[src/rtl/rs_encoder.sv]
// Systematic RS(6,2) encoder over GF(2^8) (poly 0x11D, alpha=2, t=2).
// Two message symbols are latched on a start pulse, clocked serially through a
// 4-stage parity LFSR, and the codeword w1..w6 is presented in decoder order:
// w1=d1, w2=d2, w3..w6 = parity x^3..x^0.

// One parity LFSR stage: nxt = prev ^ COEF*fb, with a constant GF(2^8) multiply.
module rs_parity_stage #(
  parameter logic [7:0] COEF = 8'd1
) (
  input  logic [7:0] prev,
  input  logic [7:0] fb,
  output logic [7:0] nxt
);

  // Shift-and-add multiply; each overflow out of bit 7 is folded back with 0x1D
  // (the low byte of 0x11D). COEF is constant, so this collapses to XOR gates.
  function automatic logic [7:0] gf_mul(input logic [7:0] a, input logic [7:0] b);
    logic [7:0] acc;
    logic [7:0] x;
    acc = 8'd0;
    x   = a;
    for (int i = 0; i < 8; i++) begin
      if (b[i]) acc = acc ^ x;
      x = {x[6:0], 1'b0} ^ (x[7] ? 8'h1D : 8'h00);
    end
    return acc;
  endfunction

  // Stage output is purely combinational; the register lives in the top.
  always_comb nxt = prev ^ gf_mul(fb, COEF);

endmodule

module rs_encoder #(
  parameter logic [7:0] G3 = 8'd15,
  parameter logic [7:0] G2 = 8'd54,
  parameter logic [7:0] G1 = 8'd120,
  parameter logic [7:0] G0 = 8'd64
) (
  input  logic       clk,
  input  logic       rst_n,
  input  logic       signal,
  input  logic [7:0] d1,
  input  logic [7:0] d2,
  output logic       busy,
  output logic       ready,
  output logic [7:0] w1,
  output logic [7:0] w2,
  output logic [7:0] w3,
  output logic [7:0] w4,
  output logic [7:0] w5,
  output logic [7:0] w6
);

  localparam int NSTG = 4;
  localparam logic [NSTG-1:0][7:0] GEN = {G3, G2, G1, G0};

  typedef enum logic [1:0] {IDLE, SHIFT, DONE} state_t;

  state_t                 state;
  logic [1:0]             cnt;
  logic [7:0]             msg1, msg2;
  logic [NSTG-1:0][7:0]   r;      // r[3]=x^3 ... r[0]=x^0
  logic [NSTG-1:0][7:0]   r_nxt;
  logic [7:0]             m, fb;
  logic                   start;

  // d1 is fed on the first SHIFT cycle, d2 on the second.
  always_comb begin
    m     = (cnt == 2'd0) ? msg1 : msg2;
    fb    = m ^ r[NSTG-1];
    // A new encode may start from IDLE or straight out of DONE (back-to-back).
    start = signal && ((state == IDLE) || (state == DONE));
  end

  genvar gi;
  generate
    for (gi = 0; gi < NSTG; gi++) begin : g_stg
      if (gi == 0) begin : g_first
        rs_parity_stage #(.COEF(GEN[gi])) u_stg (
          .prev (8'd0),
          .fb   (fb),
          .nxt  (r_nxt[gi])
        );
      end else begin : g_rest
        rs_parity_stage #(.COEF(GEN[gi])) u_stg (
          .prev (r[gi-1]),
          .fb   (fb),
          .nxt  (r_nxt[gi])
        );
      end
    end
  endgenerate

  // Control FSM plus registered outputs. busy/ready/w are registered from the
  // current state, so they trail the state by one edge: ready shows the cycle
  // after DONE, which keeps back-to-back codewords exactly 3 cycles apart.
  always_ff @(posedge clk or negedge rst_n) begin
    if (!rst_n) begin
      state <= IDLE;
      cnt   <= 2'd0;
      msg1  <= 8'd0;
      msg2  <= 8'd0;
      r     <= '0;
      busy  <= 1'b0;
      ready <= 1'b0;
      w1    <= 8'd0;
      w2    <= 8'd0;
      w3    <= 8'd0;
      w4    <= 8'd0;
      w5    <= 8'd0;
      w6    <= 8'd0;
    end else begin
      busy  <= (state == SHIFT);
      ready <= (state == DONE);
      if (state == DONE) begin
        w1 <= msg1;
        w2 <= msg2;
        w3 <= r[3];
        w4 <= r[2];
        w5 <= r[1];
        w6 <= r[0];
      end
      if (start) begin
        msg1  <= d1;
        msg2  <= d2;
        r     <= '0;
        cnt   <= 2'd0;
        state <= SHIFT;
      end else begin
        case (state)
          SHIFT: begin
            r   <= r_nxt;
            cnt <= cnt + 2'd1;
            if (cnt == 2'd1) state <= DONE;
          end
          DONE:    state <= IDLE;
          default: state <= IDLE;
        endcase
      end
    end
  end

endmodule
[config.mk]
export PLATFORM = sky130hd
export DESIGN_NAME = rs_encoder
export DESIGN_NICKNAME = d
export VERILOG_FILES = /design/src/rtl/rs_encoder.sv
export SDC_FILE = /design/constraint.sdc
export NUM_CORES = 1
export LEC_CHECK = 0
export BUFFER_PORTS_ARGS = -buffer_cell sky130_fd_sc_hd__buf_2
export CORE_MARGIN = 10
export CORE_UTILIZATION = 50
export CTS_CLUSTER_DIAMETER = 80
export DETAILED_ROUTE_END_ITERATION = 6
export PLACE_DENSITY = 0.71
export SYNTH_ARGS = -nofsm -noshare
export SYNTH_HDL_FRONTEND = slang
export SYNTH_SLANG_ARGS = --single-unit
[constraint.sdc]
create_clock -name clk -period 3.1 [get_ports clk]
set_clock_uncertainty 0.2 [all_clocks]
set_input_delay 0.31 -clock clk [delete_from_list [all_inputs] [get_ports clk]]
set_output_delay 0.31 -clock clk [all_outputs]
set_load 0.01 [all_outputs]
Word level (Yosys, flattened, before mapping)

Index checks and enable logic that the tools add are counted.

Output and inout port bits: 50
Flip-flop bits (word level): 102
Bits of input ports: 19
Word-level logic and storage cells: 59

Add/sub/neg operators: 1
Bitwise operators: 19
Reduce and logical (&&, ||, !) cells: 5
Equality and inequality tests: 4
Muxes and demuxes: 14

Operator list:

| cell                | number |
|---|---|
| $xor 8x8->8         | 19 |
| $mux 32             | 2 |
| $mux 5              | 6 |
| $mux 2              | 5 |
| $mux 8              | 1 |
| $eq 2x1->1 const B  | 2 |
| $logic_not 2->1     | 2 |
| $ne 3x2->1 const B  | 1 |
| $add 2x1->2 const B | 1 |
| $eq 2x2->1 const B  | 1 |
| $reduce_bool 2->1   | 1 |
| $logic_and 1x1->1   | 1 |
| $logic_or 1x1->1    | 1 |

Depth between registers and ports, before layout

Gate-level depths: netlist (run 1).

Depth in word-level cells: 19
Mapped depth: 9
Depth with buffers taken out: 8

Hierarchy

A second synthesis (run 1) with hierarchy kept.

Cell total of the unflattened synthesis: 573
Area total of the unflattened synthesis: 5614.1 sq um

By module, submodules not included:

| module                                   | sequential area each (sq um) | area an instance (sq um) | cells each | times used |
|---|---|---|---|---|
| rs_encoder                               | 2552.4                       | 4581.9                   | 485        | 1 |
| rs_parity_stage (g_stg[3].g_rest.u_stg)  | 0.0                          | 302.8                    | 22         | 1 |
| rs_parity_stage (g_stg[1].g_rest.u_stg)  | 0.0                          | 289.0                    | 28         | 1 |
| rs_parity_stage (g_stg[2].g_rest.u_stg)  | 0.0                          | 226.5                    | 20         | 1 |
| rs_parity_stage (g_stg[0].g_first.u_stg) | 0.0                          | 214.0                    | 18         | 1 |

Worst setup path after synthesis (run 1)

Ideal clock, no wire load.

Path kind: register to register
Start point: register cnt[0]
End point: register r[30] (netlist bit)
Cell stages (with the launch flop): 10
Path buffers: 1
Required time: 2.770 ns
Path slack: 0.488 ns
Arrival: 2.282 ns
Cell sequence: dfrtp_1 -> inv_1 -> ha_1 -> buf_6 -> mux2i_1 -> xnor2_4 -> xnor3_1 -> xor2_1 -> xor2_1 -> o21ai_1

Longest elaborated chain between the ends: 11
Elaborated cells on any way between the ends: 13
Those cells by class: mux: 4; bitwise: 8; reduce/logical: 1

RTL lines:

| item                     | line | text |
|---|---|---|
| start, declared          | 61   | `logic [1:0] cnt;` |
| start signal, assigned   | 134  | `cnt <= cnt + 2'd1;` |
| $logic_not 2->1 (*)      | 70   | `m = (cnt == 2'd0) ? msg1 : msg2;` |
| $mux 8 (*)               | 70   |  |
| $xor 8x8->8 (*)          | 71   | `fb = m ^ r[NSTG-1];` |
| $mux 5                   | 24   | `x = {x[6:0], 1'b0} ^ (x[7] ? 8'h1D : 8'h00);` |
| $xor 8x8->8 (3 in a row) | 24   |  |
| $xor 8x8->8 (*)          | 23   | `if (b[i]) acc = acc ^ x;` |
| $xor 8x8->8 (*)          | 30   | `always_comb nxt = prev ^ gf_mul(fb, COEF);` |
| $mux 32 (*)              | 131  | `case (state)` |
| $mux 32 (*)              | 124  | `if (start) begin` |
| end signal, assigned     | 133  | `r <= r_nxt;` |
| end, declared            | 63   | `logic [NSTG-1:0][7:0] r;` |

Every way passes the cells marked *; elsewhere a longest branch is shown, timed or not. The select of a mux whose other input is x is not followed.
A chain may end at the register's enable or synchronous reset.

Worst setup path in the final report (run 1)

Start point: register cnt[0]
End point: register r[18] (netlist bit)

Longest elaborated chain between the ends: 14
Elaborated cells on any way between the ends: 19
Those cells by class: mux: 8; bitwise: 10; reduce/logical: 1

RTL lines:

| item                     | line |
|---|---|
| $logic_not 2->1 (*)      | 70 |
| $mux 8 (*)               | 70 |
| $xor 8x8->8 (*)          | 71 |
| $mux 5                   | 24 |
| $xor 8x8->8 (*)          | 24 |
| $xor 8x8->8 (3 in a row) | 24 |
| $mux 5                   | 24 |
| $xor 8x8->8              | 24 |
| $xor 8x8->8 (*)          | 23 |
| $xor 8x8->8 (*)          | 30 |
| $mux 32 (*)              | 131 |
| $mux 32 (*)              | 124 |

Marked as above.

==> results of run 1 <==
==> cells by family after synthesis <==
logic type / count (synthesis) / synth area share
AND/OR/NAND/NOR: 30 / 0.02601
flip-flops: 102 / 0.5414
XOR/XNOR: 77 / 0.1935
buffers and inverters: 19 / 0.01672
multiplexers: 72 / 0.1722
adder cells (fa/ha/maj): 2 / 0.005307
AO/OA/AOI/OAI: 35 / 0.04485
==> timing repair <==
action                                  in CTS  in global routing
endpoints found under the setup margin       0                  0
endpoints found under the hold margin       62                  0
hold buffers                                17                  0
==> cell usage in the layout, fill, tap and decap left out <==
cell                            count
sky130_fd_sc_hd__clkbuf_1           1
sky130_fd_sc_hd__inv_1              4
sky130_fd_sc_hd__bufinv_16          1
sky130_fd_sc_hd__buf_12             2
sky130_fd_sc_hd__xnor3_1            5
sky130_fd_sc_hd__nand2b_1           1
sky130_fd_sc_hd__a22o_1             9
sky130_fd_sc_hd__clkinv_2           1
sky130_fd_sc_hd__nor2b_1            1
sky130_fd_sc_hd__nand2_1           25
sky130_fd_sc_hd__clkbuf_8           9
sky130_fd_sc_hd__xnor2_2            7
sky130_fd_sc_hd__o21ai_1            6
sky130_fd_sc_hd__and2_1             1
sky130_fd_sc_hd__xnor2_1           36
sky130_fd_sc_hd__buf_4              9
sky130_fd_sc_hd__o21ai_0           19
sky130_fd_sc_hd__nand2b_2           1
sky130_fd_sc_hd__xor2_1            21
sky130_fd_sc_hd__mux2i_1            5
sky130_fd_sc_hd__xnor2_4            5
sky130_fd_sc_hd__xor2_2             3
sky130_fd_sc_hd__buf_2             67
sky130_fd_sc_hd__mux2i_2            3
sky130_fd_sc_hd__mux2_2            64
sky130_fd_sc_hd__clkinvlp_4         2
sky130_fd_sc_hd__ha_1               2
sky130_fd_sc_hd__o21bai_1           1
sky130_fd_sc_hd__dfrtp_1          102
sky130_fd_sc_hd__dlygate4sd3_1     17
sky130_fd_sc_hd__nor2_2             1
==> metal layers <==
layer / routed length (µm) / GRT usage / up-vias
met5: 0 / 0 / -
met4: 116 / 0.05437 / 0
met3: 597 / 0.04332 / 12
met2: 4372 / 0.2321 / 69
met1: 4341 / 0.1985 / 1370
li1: - / - / 1316
==> Yosys cell counts, drive strengths merged <==
cell type | count | area share
inv | 4 | 0.0032
buf | 3 | 0.0040
o21ai | 25 | 0.027
mux2i | 8 | 0.019
nor2 | 1 | 0.00080
nor2b | 1 | 0.0013
ha | 2 | 0.0053
dfrtp | 102 | 0.54
clkbuf | 12 | 0.0096
nand2b | 2 | 0.0027
mux2 | 64 | 0.15
a22o | 9 | 0.017
nand2 | 25 | 0.020
o21bai | 1 | 0.0016
xor2 | 24 | 0.049
and2 | 1 | 0.0013
xnor3 | 5 | 0.024
xnor2 | 48 | 0.12
==> flip-flops by register name, indices dropped and copies added (netlist names) <==
signal / count
w3: 8
w1: 8
r: 32
ready: 1
msg2: 8
w4: 8
state: 2
w2: 8
busy: 1
msg1: 8
w6: 8
cnt: 2
w5: 8
==> worst paths after layout <==
| check | from | end | slack (ps) |
|---|---|---|---|
| setup / recovery | cnt[0]$_DFFE_PN0P_ | r[18]$_DFFE_PN0P_ | 220 |
| hold / removal | rst_n | w4[4]$_DFFE_PN0P_ | 290 |
| setup reg to reg | cnt[0]$_DFFE_PN0P_ | r[18]$_DFFE_PN0P_ | 220 |
| hold reg to reg | w5[1]$_DFFE_PN0P_ | w5[1]$_DFFE_PN0P_ | 300 |
| max in group asynchronous | rst_n | r[17]$_DFFE_PN0P_ | 1700 |
| min in group clk | w5[1]$_DFFE_PN0P_ | w5[1]$_DFFE_PN0P_ | 300 |
==> metrics by stage <==
step / hold WS, ps / std cells
floorplan: -185.6 / 337
global placement: 167.2 / 511
detailed placement: 167.0 / 511
CTS: 309.0 / 542
global route: 319.5 / 542
finish: 291.6 / 542
==> final cells by class <==
class                   instances  area [µm²]
inverters                       4       15.01
multi-input cells             216        2088
clock buffers                  10       127.6
clock inverters                 4       50.05
fillers                       738        3611
repair buffers                 95       613.1
well taps                     111       138.9
flip-flops and latches        102        2552
==> critical path: cells and delay by family, from the launching register on <==
family | cells | cell delay [ps]
DFF | 1 | 420
adders and majority gates | 1 | 220
AOI/OAI and AO/OA | 1 | 140
xor gates and xnor gates | 4 | 1140
muxes | 1 | 400
buffers and inverters | 2 | 280
==> impl_summary.txt, run 1 <==
----------------------------------------------------
[Status]
  Status ... finished clean

[Clock tree]
  Clk buf depth ... 2
  Later-pin clock latency in the skew report ... between 300 and 400 ps
  Root buffer cell ... sky130_fd_sc_hd__clkbuf_8
  Clock sinks ... 102
  TritonCTS Buffers ... 9
  CTS tree ... yes
  Clock transition at the registers of the reported paths ... roughly 90 ps
  H-Tree Depth ... 3
  Buffer count from post-CTS setup fixing ... 0
  CTS-repair resized insts ... 0

[Die]
  Total die area ... roughly 14,000 µm²
  Core area ... 9196 µm²
  Die outline width ... 117.1 µm
  Row count ... 35
  Count of pins on the block boundary ... just under 70
  Initial core utilization ... 0.5127
  Height of the die ... between 100 and 150 µm

[STA]
  Final hold viol count ... 0
  Total setup violations reported at the end of the flow ... 0
  Worst relative slew slack ... 0.5934
  Setup repair after global routing missed its margin ... false
  Slew of the pin with the lowest slew margin ... between 600 and 700 ps
  Final critical-path share of the clock period ... 0.9281
  Post-route minimum period ... around 2900 ps
  Max Freq ... around 350 MHz
  Setup TNS Final ... 0 ps
  Worst path setup slack after routing ... 222.9 ps
  Fin. max-slew vios ... 0

[Synth]
  Number of synthesis warnings ... 0
  Syn Nets ... 358
  Share of the yosys chip area belonging to registers ... 0.5414
  FF+latch count, synth ... 102
  Number of instances in the synthesized netlist ... 337
  Synthesized cell area ... about 4700 µm²
  Yosys cell types ... 24
  Post-synthesis area per instance ... ~14 µm²

[Critical path]
  Required time of the worst setup path ... ~3200 ps
  Maximum net fanout on the critical path ... 6
  Depth of the most critical reg-to-reg path ... 9
  Type of origin of the critical path ... register
  Series of cell instances along the critical path ... inv_1 > ha_1 > buf_4 > mux2i_1 > xnor2_4 > xnor2_1 > xnor2_2 > xnor3_1 > o21ai_1
  Crit Path Class ... register to register
  Category of the worst setup path capture point ... register
  Critical-path top delay cell ... sky130_fd_sc_hd__xnor3_1
  Worst endpoint data arrival time ... 2960 ps
  Delay contributed by the slowest stage of the critical path ... 470 ps

[Detailed routing]
  Routed WL per cell ... around 17 µm
  Via density per instance ... between 5 and 6
  Post-detailed-route count of antenna-violating nets ... 0
  DRC viols ... 0
  Length of the first detailed-routing pass in iterations ... 4
  Final wirelength ... between 9000 and 10,000 µm
  Violation count after the first detailed-route iteration ... approximately 110
  Routed vias ... 2,767

[Global route]
  Pin count of the biggest net entering global routing ... 57
  Via count of the first global-routing pass ... approximately 3,100
  Global Route Usage Sum ... 0.1507
  Global-route wire length before repair ... ~16,000 µm
  Remaining Overflow, GRT ... 0
  Initial antenna violation count ... 0

[Min path]
  Hold/Removal Path Class ... input pin to async pin

[Placed design]
  Half-perimeter wire length after detailed placement ... ~6800 µm
  Placed Instance Area ... between 5000 and 6000 µm²
  Minimum setup slack after placement ... between 200 and 250 ps
  Routability Congestion ... between 0.8 and 0.9
  Count of port buffers added during placement ... 68

[Cells and area]
  Post-route cell area ... 5585 µm²
  Nets@finish ... between 400 and 500
  Number of antenna cells inserted ... 0
  Synthesis-to-layout area growth ... 18.47%
  Final core area utilization ... 0.6073
  Fraction of layout cells with a size suffix above 1 ... 0.4060

[Job]
  Maximum capacitance violations ... 0

----------------------------------------------------
Power of run 1 is left out: the tool's default activity adds up to more than one toggle a clock period on the data nets, which glitch-free logic cannot reach.
==> run 2, diff against run 1 <==
PLACE_DENSITY = unset   (was 0.71)
PLACE_DENSITY_LB_ADDON = 0.2   (was unset)
==> run 2 against run 1 <==
- critical path depth unchanged
- sequential cell count unchanged
- routed wire length up 1.3%
- register-to-register slack worse by 40 ps
- die area unchanged
- worst hold slack better by 8.1 ps
- sequential share of layout area down 0.15 points
- largest cell class unchanged
- non-clock buffer count down 2
- final cell count unchanged
- clock-buffer cell count up 2
- first-iteration DRC count down 26%
==> impl_summary.txt, run 2 (synthesis gave the netlist of run 1 again) <==
----------------------------------------------------
[Detailed routing]
  Length of the first detailed-routing pass in iterations ... 4
  Routed vias ... 2,767
  Final wirelength ... roughly 9500 µm
  Post-detailed-route count of antenna-violating nets ... 0
  Routed WL per cell ... approximately 18 µm
  Violation count after the first detailed-route iteration ... roughly 80
  DRC viols ... 0
  Via density per instance ... roughly 5.1

[Critical path]
  Worst endpoint data arrival time ... 3010 ps
  Maximum net fanout on the critical path ... 5
  Type of origin of the critical path ... register
  Reg2reg end ... r[15]$_DFFE_PN0P_
  Required time of the worst setup path ... around 3200 ps
  Category of the worst setup path capture point ... register
  Depth of the most critical reg-to-reg path ... 9
  Crit Path Class ... register to register
  Startpoint of the most critical register-to-register path ... cnt[0]$_DFFE_PN0P_
  Critical path startpoint ... cnt[0]$_DFFE_PN0P_
  Setup slack of the worst register-to-register path ... between 150 and 200 ps

[Cells and area]
  Most common cell after layout, fill and taps aside ... sky130_fd_sc_hd__dfrtp_1
  Filler cell count ... 759
  Nets@finish ... 447
  Fraction of layout cells with a size suffix above 1 ... 0.4130
  Max reg flops ... 32
  Register with the most flip-flops ... r
  Commonest cells after routing, fill and taps aside ... 102 x sky130_fd_sc_hd__dfrtp_1, 67 x sky130_fd_sc_hd__buf_2, 64 x sky130_fd_sc_hd__mux2_2
  Synthesis-to-layout area growth ... 18.87%
  Number of antenna cells inserted ... 0

[Die]
  Core area ... 9196 µm²
  Count of pins on the block boundary ... 69
  Height of the die ... 117.1 µm
  Row count ... 35
  Initial core utilization ... 0.5127
  Total die area ... between 10,000 and 15,000 µm²
  Die outline width ... 117.1 µm

[STA]
  Setup TNS Final ... 0 ps
  Slew of the pin with the lowest slew margin ... around 670 ps
  Fin. max-slew vios ... 0
  Final hold viol count ... 0
  Final critical-path share of the clock period ... 0.9394
  Post-route minimum period ... around 2900 ps
  Max Freq ... ~340 MHz
  Worst relative slew slack ... 0.5547
  Total setup violations reported at the end of the flow ... 0
  Setup repair after global routing missed its margin ... false
  Final worst hold slack ... 299.8 ps

[Min path]
  Hold/Removal Path Class ... input pin to async pin

[Clock tree]
  Clk buf depth ... 2
  Root buffer cell ... sky130_fd_sc_hd__clkbuf_8
  Later-pin clock latency in the skew report ... around 370 ps
  TritonCTS Buffers ... 9
  H-Tree Depth ... 3
  Clock sinks ... 102
  Clock transition at the registers of the reported paths ... approximately 100 ps
  CTS tree ... yes

[Global route]
  Pin count of the biggest net entering global routing ... 53
  Initial antenna violation count ... 0
  Remaining Overflow, GRT ... 0
  Via count of the first global-routing pass ... between 3,000 and 4,000
  Global Route Usage Sum ... 0.1492
  Global-route wire length before repair ... about 16,000 µm

[Job]
  Maximum capacitance violations ... 0

[Placed design]
  Half-perimeter wire length after detailed placement ... ~6900 µm
  Routability Congestion ... 0.8572
  Count of port buffers added during placement ... 68

[Status]
  Status ... finished clean

----------------------------------------------------
-- run 2: cell type report --
cell class                 instances  area [µm²]  area share
multi-input combinational        216        2100      0.3746
clock inverter                     4       35.03    0.006251
timing repair buffer              93       598.1      0.1067
clock buffer                      12       165.2     0.02947
tap                              111       138.9     0.02478
sequential                       102        2552      0.4555
inverter                           4       15.01    0.002679
-- run 2: per-layer routing --
layer	up-vias	wire length (µm)	global-route usage	share of wire
met4	0	85	0.04201	0.0089
met5	-	0	0	0
met1	1379	4368	0.1977	0.46
met3	10	563	0.04434	0.059
li1	1313	-	-	-
met2	65	4530	0.2328	0.47
-- run 2: how the worst max path moves through the flow --
stage | end | slack, ps | depth (start not counted)
after floorplan | r[30]$_DFFE_PN0P_ | 490 | 9
after global placement | r[28]$_DFFE_PN0P_ | 260 | 9
after detailed placement | r[15]$_DFFE_PN0P_ | 140 | 9
after CTS | r[18]$_DFFE_PN0P_ | 140 | 9
after global routing | r[18]$_DFFE_PN0P_ | 9 | 9
final | r[15]$_DFFE_PN0P_ | 190 | 9
-- run 2: critical path, cell delays in order (launching register included) --
cell                      delay [ps]
sky130_fd_sc_hd__dfrtp_1         420
sky130_fd_sc_hd__inv_1            70
sky130_fd_sc_hd__ha_1            320
sky130_fd_sc_hd__buf_4           220
sky130_fd_sc_hd__mux2i_2         340
sky130_fd_sc_hd__xnor2_4         220
sky130_fd_sc_hd__xor2_2          350
sky130_fd_sc_hd__xnor2_2         220
sky130_fd_sc_hd__xnor3_1         370
sky130_fd_sc_hd__o21ai_1         120
-- run 2: per-stage QoR --
| step | setup slack (ps) | std cells | util | instance area (µm²) |
|---|---|---|---|---|
| finish | 187.8 | 542 | 0.6094 | 5604 |
| global route | 8.738 | 542 | 0.6094 | 5604 |
| CTS | 139.3 | 542 | 0.6082 | 5593 |
| detailed placement | 137.5 | 509 | 0.5679 | 5223 |
| global placement | 263.4 | 509 | 0.5679 | 5223 |
| floorplan | 488.2 | 337 | - | 4715 |
-- run 2: timing repair --
action,4_1_cts,5_1_grt
buffers inserted,0,0
hold buffers,17,0
endpoints found under the setup margin,0,2
endpoints found under the hold margin,66,0
gates resized for setup,0,2
Power of run 2 is left out for the same reason.
